<file path="src/rtl/data_mem_ctrl_if.sv">
// Request/response bundle for data_mem_ctrl: valid/ready request, registered
// response, clear command and sweep status.
interface data_mem_ctrl_if #(
  parameter int ADDR_W = 10
);
  logic              req_valid;
  logic              req_ready;
  logic              req_we;
  logic [ADDR_W-1:0] req_addr;
  logic [1:0]        req_size;
  logic              req_unsigned;
  logic [31:0]       req_wdata;
  logic              clear;
  logic              rsp_valid;
  logic [31:0]       rsp_rdata;
  logic              rsp_fault;
  logic              busy;

  modport master (
    output req_valid, req_we, req_addr, req_size, req_unsigned, req_wdata, clear,
    input  req_ready, rsp_valid, rsp_rdata, rsp_fault, busy
  );

  modport slave (
    input  req_valid, req_we, req_addr, req_size, req_unsigned, req_wdata, clear,
    output req_ready, rsp_valid, rsp_rdata, rsp_fault, busy
  );
endinterface

</file>
<file path="src/rtl/data_mem_ctrl.sv">
// Byte-addressable data memory with sized loads/stores, fault detection,
// one-cycle registered response and a word-per-cycle clear sweep.
module data_mem_ctrl #(
  parameter int DEPTH      = 32,
  parameter int ADDR_W     = 10,
  parameter int CLR_ON_RST = 1
) (
  input logic             clk,
  input logic             rst,
  data_mem_ctrl_if.slave  bus
);

  localparam int IDX_W = (DEPTH > 1) ? $clog2(DEPTH) : 1;
  localparam logic [ADDR_W-1:0] DEPTH_L  = ADDR_W'(DEPTH);
  localparam logic [IDX_W-1:0]  LAST_IDX = IDX_W'(DEPTH - 1);

  typedef enum logic [0:0] {
    ST_IDLE  = 1'b0,
    ST_CLEAR = 1'b1
  } state_e;

  localparam state_e RST_STATE = (CLR_ON_RST != 0) ? ST_CLEAR : ST_IDLE;

  logic [31:0] mem [DEPTH];

  state_e            state_q, state_d;
  logic [IDX_W-1:0]  clr_idx_q, clr_idx_d;
  logic              rsp_valid_q, rsp_valid_d;
  logic [31:0]       rsp_rdata_q, rsp_rdata_d;
  logic              rsp_fault_q, rsp_fault_d;

  logic [ADDR_W-1:0] word_idx_s;
  logic [IDX_W-1:0]  mem_idx_s;
  logic [1:0]        lane_s;
  logic              req_ready_s;
  logic              accept_s;
  logic              fault_s;
  logic [3:0]        be_s;
  logic [31:0]       wlane_s;
  logic [31:0]       rd_word_s;
  logic [31:0]       shifted_s;
  logic [31:0]       load_data_s;

  // Address decode, alignment/range fault check and store lane enables
  always_comb begin
    word_idx_s  = {2'b00, bus.req_addr[ADDR_W-1:2]};
    mem_idx_s   = word_idx_s[IDX_W-1:0];
    lane_s      = bus.req_addr[1:0];
    req_ready_s = (state_q == ST_IDLE) && !bus.clear;
    accept_s    = bus.req_valid && req_ready_s;
    fault_s     = 1'b0;
    be_s        = 4'b0000;
    wlane_s     = 32'h0000_0000;
    case (bus.req_size)
      2'b00: begin
        be_s    = 4'b0001 << lane_s;
        wlane_s = {4{bus.req_wdata[7:0]}};
      end
      2'b01: begin
        fault_s = lane_s[0];
        be_s    = lane_s[1] ? 4'b1100 : 4'b0011;
        wlane_s = {2{bus.req_wdata[15:0]}};
      end
      2'b10: begin
        fault_s = (lane_s != 2'b00);
        be_s    = 4'b1111;
        wlane_s = bus.req_wdata;
      end
      default: begin
        fault_s = 1'b1;
      end
    endcase
    if (word_idx_s >= DEPTH_L) begin
      fault_s = 1'b1;
    end else begin
      fault_s = fault_s;
    end
  end

  // Load extraction: right-align the addressed lane, then sign/zero extend
  always_comb begin
    rd_word_s   = mem[mem_idx_s];
    shifted_s   = rd_word_s >> {lane_s, 3'b000};
    load_data_s = 32'h0000_0000;
    case (bus.req_size)
      2'b00: load_data_s = bus.req_unsigned ? {24'h000000, shifted_s[7:0]}
                                            : {{24{shifted_s[7]}}, shifted_s[7:0]};
      2'b01: load_data_s = bus.req_unsigned ? {16'h0000, shifted_s[15:0]}
                                            : {{16{shifted_s[15]}}, shifted_s[15:0]};
      2'b10: load_data_s = rd_word_s;
      default: load_data_s = 32'h0000_0000;
    endcase
  end

  // Next-state: sweep sequencing and response capture
  always_comb begin
    state_d     = state_q;
    clr_idx_d   = clr_idx_q;
    rsp_valid_d = 1'b0;
    rsp_rdata_d = rsp_rdata_q;
    rsp_fault_d = rsp_fault_q;
    case (state_q)
      ST_CLEAR: begin
        if (clr_idx_q == LAST_IDX) begin
          state_d   = ST_IDLE;
          clr_idx_d = '0;
        end else begin
          clr_idx_d = clr_idx_q + IDX_W'(1);
        end
      end
      ST_IDLE: begin
        if (bus.clear) begin
          state_d = ST_CLEAR;
        end else begin
          state_d = ST_IDLE;
        end
      end
      default: begin
        state_d   = RST_STATE;
        clr_idx_d = '0;
      end
    endcase
    if (accept_s) begin
      rsp_valid_d = 1'b1;
      rsp_fault_d = fault_s;
      rsp_rdata_d = (fault_s || bus.req_we) ? 32'h0000_0000 : load_data_s;
    end else begin
      rsp_valid_d = 1'b0;
    end
  end

  // Control and response registers
  always_ff @(posedge clk or negedge rst) begin
    if (!rst) begin
      state_q     <= RST_STATE;
      clr_idx_q   <= '0;
      rsp_valid_q <= 1'b0;
      rsp_rdata_q <= 32'h0000_0000;
      rsp_fault_q <= 1'b0;
    end else begin
      state_q     <= state_d;
      clr_idx_q   <= clr_idx_d;
      rsp_valid_q <= rsp_valid_d;
      rsp_rdata_q <= rsp_rdata_d;
      rsp_fault_q <= rsp_fault_d;
    end
  end

  // Storage array: the sweep has priority; stores touch only enabled lanes
  always_ff @(posedge clk) begin
    if (state_q == ST_CLEAR) begin
      mem[clr_idx_q] <= 32'h0000_0000;
    end else if (accept_s && bus.req_we && !fault_s) begin
      for (int l = 0; l < 4; l++) begin
        if (be_s[l]) begin
          mem[mem_idx_s][8*l +: 8] <= wlane_s[8*l +: 8];
        end
      end
    end
  end

  assign bus.req_ready = req_ready_s;
  assign bus.busy      = (state_q == ST_CLEAR);
  assign bus.rsp_valid = rsp_valid_q;
  assign bus.rsp_rdata = rsp_rdata_q;
  assign bus.rsp_fault = rsp_fault_q;

endmodule
</file>
<file path="src/flat_wrapper.sv">
// flat-port wrapper written by rule: the top's interface ports become plain ports
module data_mem_ctrl_flat 
#(
  parameter int DEPTH      = 32,
  parameter int ADDR_W     = 10,
  parameter int CLR_ON_RST = 1
)
  (clk, rst, bus_req_valid, bus_req_we, bus_req_addr, bus_req_size, bus_req_unsigned, bus_req_wdata, bus_clear, bus_req_ready, bus_rsp_valid, bus_rsp_rdata, bus_rsp_fault, bus_busy);
  data_mem_ctrl_if #(.ADDR_W(ADDR_W)) bus_i ();
  input logic clk;
  input logic rst;
  input wire logic [$bits(bus_i.req_valid)-1:0] bus_req_valid;
  input wire logic [$bits(bus_i.req_we)-1:0] bus_req_we;
  input wire logic [$bits(bus_i.req_addr)-1:0] bus_req_addr;
  input wire logic [$bits(bus_i.req_size)-1:0] bus_req_size;
  input wire logic [$bits(bus_i.req_unsigned)-1:0] bus_req_unsigned;
  input wire logic [$bits(bus_i.req_wdata)-1:0] bus_req_wdata;
  input wire logic [$bits(bus_i.clear)-1:0] bus_clear;
  output wire logic [$bits(bus_i.req_ready)-1:0] bus_req_ready;
  output wire logic [$bits(bus_i.rsp_valid)-1:0] bus_rsp_valid;
  output wire logic [$bits(bus_i.rsp_rdata)-1:0] bus_rsp_rdata;
  output wire logic [$bits(bus_i.rsp_fault)-1:0] bus_rsp_fault;
  output wire logic [$bits(bus_i.busy)-1:0] bus_busy;
  assign bus_i.req_valid = bus_req_valid;
  assign bus_i.req_we = bus_req_we;
  assign bus_i.req_addr = bus_req_addr;
  assign bus_i.req_size = bus_req_size;
  assign bus_i.req_unsigned = bus_req_unsigned;
  assign bus_i.req_wdata = bus_req_wdata;
  assign bus_i.clear = bus_clear;
  assign bus_req_ready = bus_i.req_ready;
  assign bus_rsp_valid = bus_i.rsp_valid;
  assign bus_rsp_rdata = bus_i.rsp_rdata;
  assign bus_rsp_fault = bus_i.rsp_fault;
  assign bus_busy = bus_i.busy;
  data_mem_ctrl #(.DEPTH(DEPTH), .ADDR_W(ADDR_W), .CLR_ON_RST(CLR_ON_RST)) u_core (.clk(clk), .rst(rst), .bus(bus_i));
endmodule
</file>
<file path="config.mk">
export PLATFORM = sky130hd
export DESIGN_NAME = data_mem_ctrl_flat
export DESIGN_NICKNAME = d
export VERILOG_FILES = /design/src/rtl/data_mem_ctrl_if.sv /design/src/rtl/data_mem_ctrl.sv /design/src/flat_wrapper.sv
export SDC_FILE = /design/constraint.sdc
export NUM_CORES = 1
export LEC_CHECK = 0
export CAP_MARGIN = 20
export CELL_PAD_IN_SITES_DETAIL_PLACEMENT = 1
export CELL_PAD_IN_SITES_GLOBAL_PLACEMENT = 2
export CORE_MARGIN = 2
export CORE_UTILIZATION = 49
export DETAILED_ROUTE_END_ITERATION = 10
export GPL_ROUTABILITY_DRIVEN = 1
export HOLD_SLACK_MARGIN = 0.15
export PLACE_DENSITY_LB_ADDON = 0.1
export SYNTH_ARGS = -nofsm -noshare
export SYNTH_HDL_FRONTEND = slang
export SYNTH_SLANG_ARGS = --single-unit
</file>
<file path="constraint.sdc">
create_clock -name clk -period 3.6 [get_ports clk]
set_input_delay 0.72 -clock clk [delete_from_list [all_inputs] [get_ports clk]]
set_output_delay 0.72 -clock clk [all_outputs]
set_load 0.05 [all_outputs]
</file>
==> results.json, run 1 <==
{
  "hold_class": "primary input to async pin",
  "layout-drive-gt1-share_pct": 29.7,
  "cap_violations": 0,
  "portBuffers": 85,
  "routed_wl_um": 118000,
  "synth_cell_types": 56,
  "utilization_pct": 58.8,
  "synth_cells": 2130,
  "cts_tree": "done",
  "fillers": 7408,
  "clk_pin_slew_ns": 0.06,
  "dr.first_iter.drc_count": 2527,
  "dp_hpwl_um": 81900,
  "skew_ns": 0.0152,
  "drc_errors": 0,
  "status": "complete, no violations",
  "clk_path_buf_depth": 3,
  "syn_nets": 2182,
  "setup_viol": 0,
  "first_pass_iters": 5,
  "dieWidth_um": 297,
  "reg2reg_depth": 10,
  "grt_overflow": 0,
  "coreArea_mm2": 0.0853,
  "max_slew.worst_pin.slew_ns": 0.983,
  "finalMaxSlewViolations": 0,
  "ys_ff_latch": 1064,
  "ir_drop_mv": 0.427,
  "cts_root_buffer": "clkbuf_16",
  "cts_sinks": 1064,
  "total_power_mw": 29.4,
  "grt_max_degree": 48,
  "ant_nets": 0,
  "antenna_cells": 0,
  "ys.flop_type": "edfxtp_1",
  "maxSlewHeadroom_pct": 34.2,
  "initial_utilization_pct": 49.5,
  "rsz0062_at_grt": "false",
  "clock_latency_ns": 0.68,
  "avgViaCountPerCell": 6.13,
  "yosysSeqAreaShare_pct": 75.3,
  "die_h_um": 297,
  "finalHoldViolations": 0,
  "tns_ns": 0,
  "row_count": 107,
  "cts-buffers-inserted": 108,
  "crit_required_ns": 3.90,
  "post-cts-setup-buffers": 0,
  "synth_edf_count": 1024,
  "grt_pass1_vias": 23742,
  "async_flop_share_pct": 3.76,
  "vias": 22900,
  "final_cell_mix": "edfxtp_1 (1024), buf_4 (260), mux4_2 (238)",
  "period_minus_slack_ns": 3.24,
  "ios": 86,
  "wl_per_cell_um": 31.6,
  "ctsHtreeMaxLevel": 3,
  "endpoint_kind": "flop",
  "fin_crit_sh_pct": 90.0,
  "die_area_mm2": 0.0884,
  "grt_pass1_wl_um": 173000,
  "place_ws_ns": -0.277,
  "syn_to_final_growth_pct": 18.8,
  "grt_util_all_layers_pct": 27.1,
  "antenna_found_initial": 1,
  "crit_type": "primary input to flop",
  "crit_path_start_kind": "primary input",
  "final_common_cell": "edfxtp_1",
  "leakage_nw": 18.7,
  "syn_area_mm2": 0.0422,
  "postLayoutSetupSlackWorst_ns": 0.359,
  "avgSynthCellArea_um2": 19.8,
  "fmax_mhz": 309,
  "holdWs_ns": 0.475,
  "routabilityCongestion": 0.879,
  "fin_nets": 2560,
  "p_per_area_mw_per_mm2": 587,
  "path_max_fanout": 8,
  "cp.arrival_ns": 3.54,
  "yosysWarnings": 0
}
-- cells in the mapped netlist (all sizes together) (2+ instances only) --
master	instances	area share, %
a21o	7	0.12
a21oi	62	0.74
a22oi	70	1.2
a31oi	7	0.16
a41oi	2	0.042
and2	11	0.16
buf	80	1.6
clkbuf	46	0.42
dfrtp	39	2.3
edfxtp	1024	73
ha	2	0.059
inv	14	0.12
mux2	7	0.19
mux2i	65	1.5
mux4	238	13
nand2	40	0.36
nand2b	9	0.13
nand3	33	0.63
nand3b	5	0.089
nor2	189	1.7
nor2b	15	0.22
nor3	3	0.036
nor4	25	0.37
o21ai	22	0.29
o21bai	4	0.071
o22ai	86	1.3
o31ai	5	0.10
or2	5	0.074
or3	2	0.030
-- routing by layer --
layer,share of wire (%),GRT usage (%),up-vias,routed length (µm)
met2,48,42.6,945,56200
met4,2.4,7.37,0,2890
met3,7.1,4.09,153,8370
met1,43,40.2,12275,50600
met5,0,0,-,0
li1,-,-,9527,-
-- path summary, 6_finish.rpt --
path	to	slack [ns]	from
hold / removal	u_core.bus.rsp_rdata[29]	0.48	rst
hold reg to reg	u_core.bus.rsp_rdata[13]	0.50	u_core.bus.rsp_rdata[13]
max in group asynchronous	u_core.bus.rsp_rdata[27]	2.61	rst
setup reg to reg	u_core.mem[9][1]	0.46	u_core.bus.busy
min in group clk	u_core.bus.rsp_rdata[13]	0.50	u_core.bus.rsp_rdata[13]
setup / recovery	u_core.mem[9][1]	0.36	bus_req_addr[1]
-- worst max-delay path, cell delays in order --
cell,delay (ns)
clkdlybuf4s50_1,0.49
o21a_1,0.16
o22ai_1,0.10
and4_1,0.34
buf_4,0.20
o31ai_1,0.30
buf_4,0.19
nand2_1,0.20
buf_4,0.22
nor2_1,0.60
-- logic make-up after synthesis --
logic type,after synthesis,synth area share [%]
and+or+nand+nor,342,3.90
adders and majority gates,2,0.0593
AOI/OAI and AO/OA,272,4.22
muxes,310,14.4
DFF,1064,75.3
buffers and inverters,140,2.11
-- timing repair --
item,CTS,global route
endpoints found under the setup margin,0,0
hold endpoints to repair,9,0
hold buffers,1,0
gates resized for setup,0,0
-- power by group --
part	leakage [nW]	switching (mW)	internal, mW	total [mW]
Sequential	11.7	0.173	14.2	14.4
Clock	1.68	4.64	6.37	11.0
Combinational	5.34	2.54	1.48	4.02
Total	18.7	7.36	22.0	29.4
-- sequential cells by signal (all words and copies together) (netlist names) --
name and count:
u_core.mem 1024, u_core.bus.rsp_rdata 32, u_core.clr_idx_q 5, u_core.bus.busy 1
u_core.bus.rsp_fault 1, u_core.bus.rsp_valid 1
-- through the flow --
step / instances / cell area (µm²)
after floorplan: 2130 / 42200
after global placement: 3539 / 46600
after detailed placement: 3541 / 46600
after CTS: 3737 / 50100
after global routing: 3737 / 50100
final: 3737 / 50100
-- layout make-up --
type	count	area (µm²)	area share (%)
inverter	14	52.6	0.105
multi-input combinational	926	9650	19.3
clock buffer	136	2850	5.68
timing repair buffer	394	3780	7.54
sequential	1064	31800	63.4
clock inverter	59	603	1.20
tap	1144	1430	2.86
No activity file was read; power rests on OpenSTA's default activity.
==> run 2: changes to the inputs <==
--- a/config.mk
+++ b/config.mk
@@ -13,7 +13,8 @@
 export DETAILED_ROUTE_END_ITERATION = 10
 export GPL_ROUTABILITY_DRIVEN = 1
 export HOLD_SLACK_MARGIN = 0.15
-export PLACE_DENSITY_LB_ADDON = 0.1
+export PLACE_DENSITY = 0.76
+export SLEW_MARGIN = 0
 export SYNTH_ARGS = -nofsm -noshare
 export SYNTH_HDL_FRONTEND = slang
 export SYNTH_SLANG_ARGS = --single-unit
==> results.json, run 2 (same netlist as run 1, synthesis figures left out) <==
{
  "final_cell_mix": "edfxtp_1 (1024), buf_4 (261), mux4_2 (238)",
  "fin_crit_sh_pct": 98.8,
  "max_slew.worst_pin.slew_ns": 1.15,
  "row_count": 107,
  "antenna_found_initial": 2,
  "grt_pass1_wl_um": 170000,
  "postCtsResizedCells": 0,
  "hold_depth": 2,
  "slowest_delay_ns": 0.93,
  "clock_latency_ns": 0.70,
  "fillers": 7473,
  "maxSlewHeadroom_pct": 22.4,
  "initial_utilization_pct": 49.5,
  "finalHoldViolations": 0,
  "routabilityCongestion": 0.884,
  "dieWidth_um": 297,
  "cp.arrival_ns": 4.19,
  "largest_register_ffs": 1024,
  "cap_violations": 0,
  "final_common_cell": "edfxtp_1",
  "fin_nets": 2547,
  "crit_chain": "clkdlybuf4s50_1 > nand2b_1 > or2_0 > buf_12 > o22ai_1 > buf_4 > nor4_1 > a22oi_1 > a21o_1 > nand3_2",
  "grt_pass1_vias": 23981,
  "path_delay_family": "simple AND/OR/NAND/NOR gates",
  "crit_cells": 10,
  "cts_tree": "done",
  "grt_max_degree": 73,
  "vias": 22816,
  "reg2reg_slack_ns": 0.53,
  "portBuffers": 85,
  "grt_overflow": 0,
  "dr.first_iter.drc_count": 2623,
  "fmax_mhz": 281,
  "post-cts-setup-buffers": 0,
  "reg2reg_from": "u_core.bus.busy",
  "routed_wl_um": 115000,
  "path_max_fanout": 14,
  "antenna_cells": 0,
  "crit_path_start_kind": "primary input",
  "grt_util_all_layers_pct": 26.5,
  "top_register": "u_core.mem",
  "die_area_mm2": 0.0884,
  "dp_hpwl_um": 78500,
  "cp.buffers_inverters": 3,
  "design_area_mm2": 0.0499,
  "ios": 86,
  "ir_drop_mv": 0.368,
  "clk_pin_slew_ns": 0.06,
  "drc_errors": 0,
  "avgViaCountPerCell": 6.12,
  "hold_class": "flop to flop",
  "startpoint": "bus_req_addr[5]",
  "period_minus_slack_ns": 3.56,
  "layout-drive-gt1-share_pct": 29.6,
  "cts-buffers-inserted": 105,
  "finalMaxSlewViolations": 0,
  "multi_input_area_mm2": 0.00965,
  "endpoint_kind": "flop",
  "reg2reg_depth": 10,
  "cts_sinks": 1064,
  "syn_to_final_growth_pct": 18.2,
  "register_area_mm2": 0.0318,
  "p_per_area_mw_per_mm2": 589,
  "cp_slowest_cell": "nor4_1",
  "skew_ns": 0.0387,
  "setup_viol": 0,
  "leakage_nw": 18.6,
  "postPlaceCellArea_mm2": 0.0463,
  "rsz0062_at_grt": "false",
  "wl_per_cell_um": 30.9,
  "first_pass_iters": 5,
  "clk_path_buf_depth": 3,
  "crit_type": "primary input to flop",
  "crit_required_ns": 4.23,
  "crit_path_end": "u_core.bus.rsp_rdata[14]",
  "tns_ns": 0,
  "reg2reg_to": "u_core.mem[19][6]",
  "status": "complete, no violations",
  "ant_nets": 0,
  "ctsHtreeMaxLevel": 3,
  "cts_root_buffer": "clkbuf_16",
  "die_h_um": 297,
  "coreArea_mm2": 0.0853
}
## run 2: changes by cell type in the layout (fill, tap and decap cells not counted), moves of 2 or more
| cell | delta |
|---|---|
| buf_2 | +4 |
| bufinv_16 | +4 |
| clkinvlp_4 | +3 |
| clkinv_8 | +2 |
| buf_12 | -17 |
| clkinv_1 | -3 |
| clkbuf_16 | -2 |
| clkinv_2 | +2 |
| clkbuf_8 | -4 |
| buf_8 | +2 |
## run 2: area by class of cell
class                      instances  area share (%)
multi-input combinational        926            19.4
timing repair buffer             384            6.97
sequential                      1064            63.7
tap                             1144            2.87
clock buffer                     129            5.49
inverter                          14           0.105
clock inverter                    65            1.50
## run 2: tightest hold or removal path, cell delays in order, from the launching register on
cell and delay [ns]:
dfrtp_1 0.34, nand2_1 0.06, nand3_2 0.06
## run 2: repair_timing
item                                    CTS  global route
endpoints found under the setup margin    0             0
hold buffers                              1             0
endpoints found under the hold margin    22             0
## run 2: per-layer routing
layer | wire length, µm | vias up | track usage, %
met3 | 9120 | 164 | 5.54
li1 | - | 9509 | -
met4 | 3410 | 2 | 8.25
met1 | 49000 | 12173 | 38.8
met5 | 12 | - | 0
met2 | 53700 | 968 | 40.5
## run 2: worst min-delay path by stage
stage,start,end,slack (ns)
floorplan,rst,u_core.bus.rsp_fault,0.42
global placement,u_core.bus.rsp_rdata[12],u_core.bus.rsp_rdata[12],0.48
detailed placement,u_core.bus.rsp_rdata[14],u_core.bus.rsp_rdata[14],0.49
CTS,u_core.bus.rsp_rdata[14],u_core.bus.rsp_rdata[14],0.51
global route,u_core.bus.rsp_rdata[13],u_core.bus.rsp_rdata[13],0.53
finish,u_core.bus.rsp_rdata[14],u_core.bus.rsp_rdata[14],0.50
## run 2: power breakdown
group / switching [mW] / leakage [nW] / internal, mW
Clock: 4.68 / 1.68 / 6.49
Combinational: 2.45 / 5.19 / 1.40
Sequential: 0.178 / 11.7 / 14.2
## run 2: through the flow
step | total power [mW] | instances | setup WS [ns] | util, % | hold slack [ns]
floorplan | 16.3 | 2130 | -0.0952 | - | 0.424
global placement | 18.3 | 3524 | -0.761 | 54.3 | 0.484
detailed placement | 18.4 | 3530 | -0.543 | 54.3 | 0.485
CTS | 29.5 | 3725 | 0.130 | 58.4 | 0.510
global route | 30.2 | 3726 | 0.0591 | 58.5 | 0.532
finish | 29.4 | 3726 | 0.0420 | 58.5 | 0.501
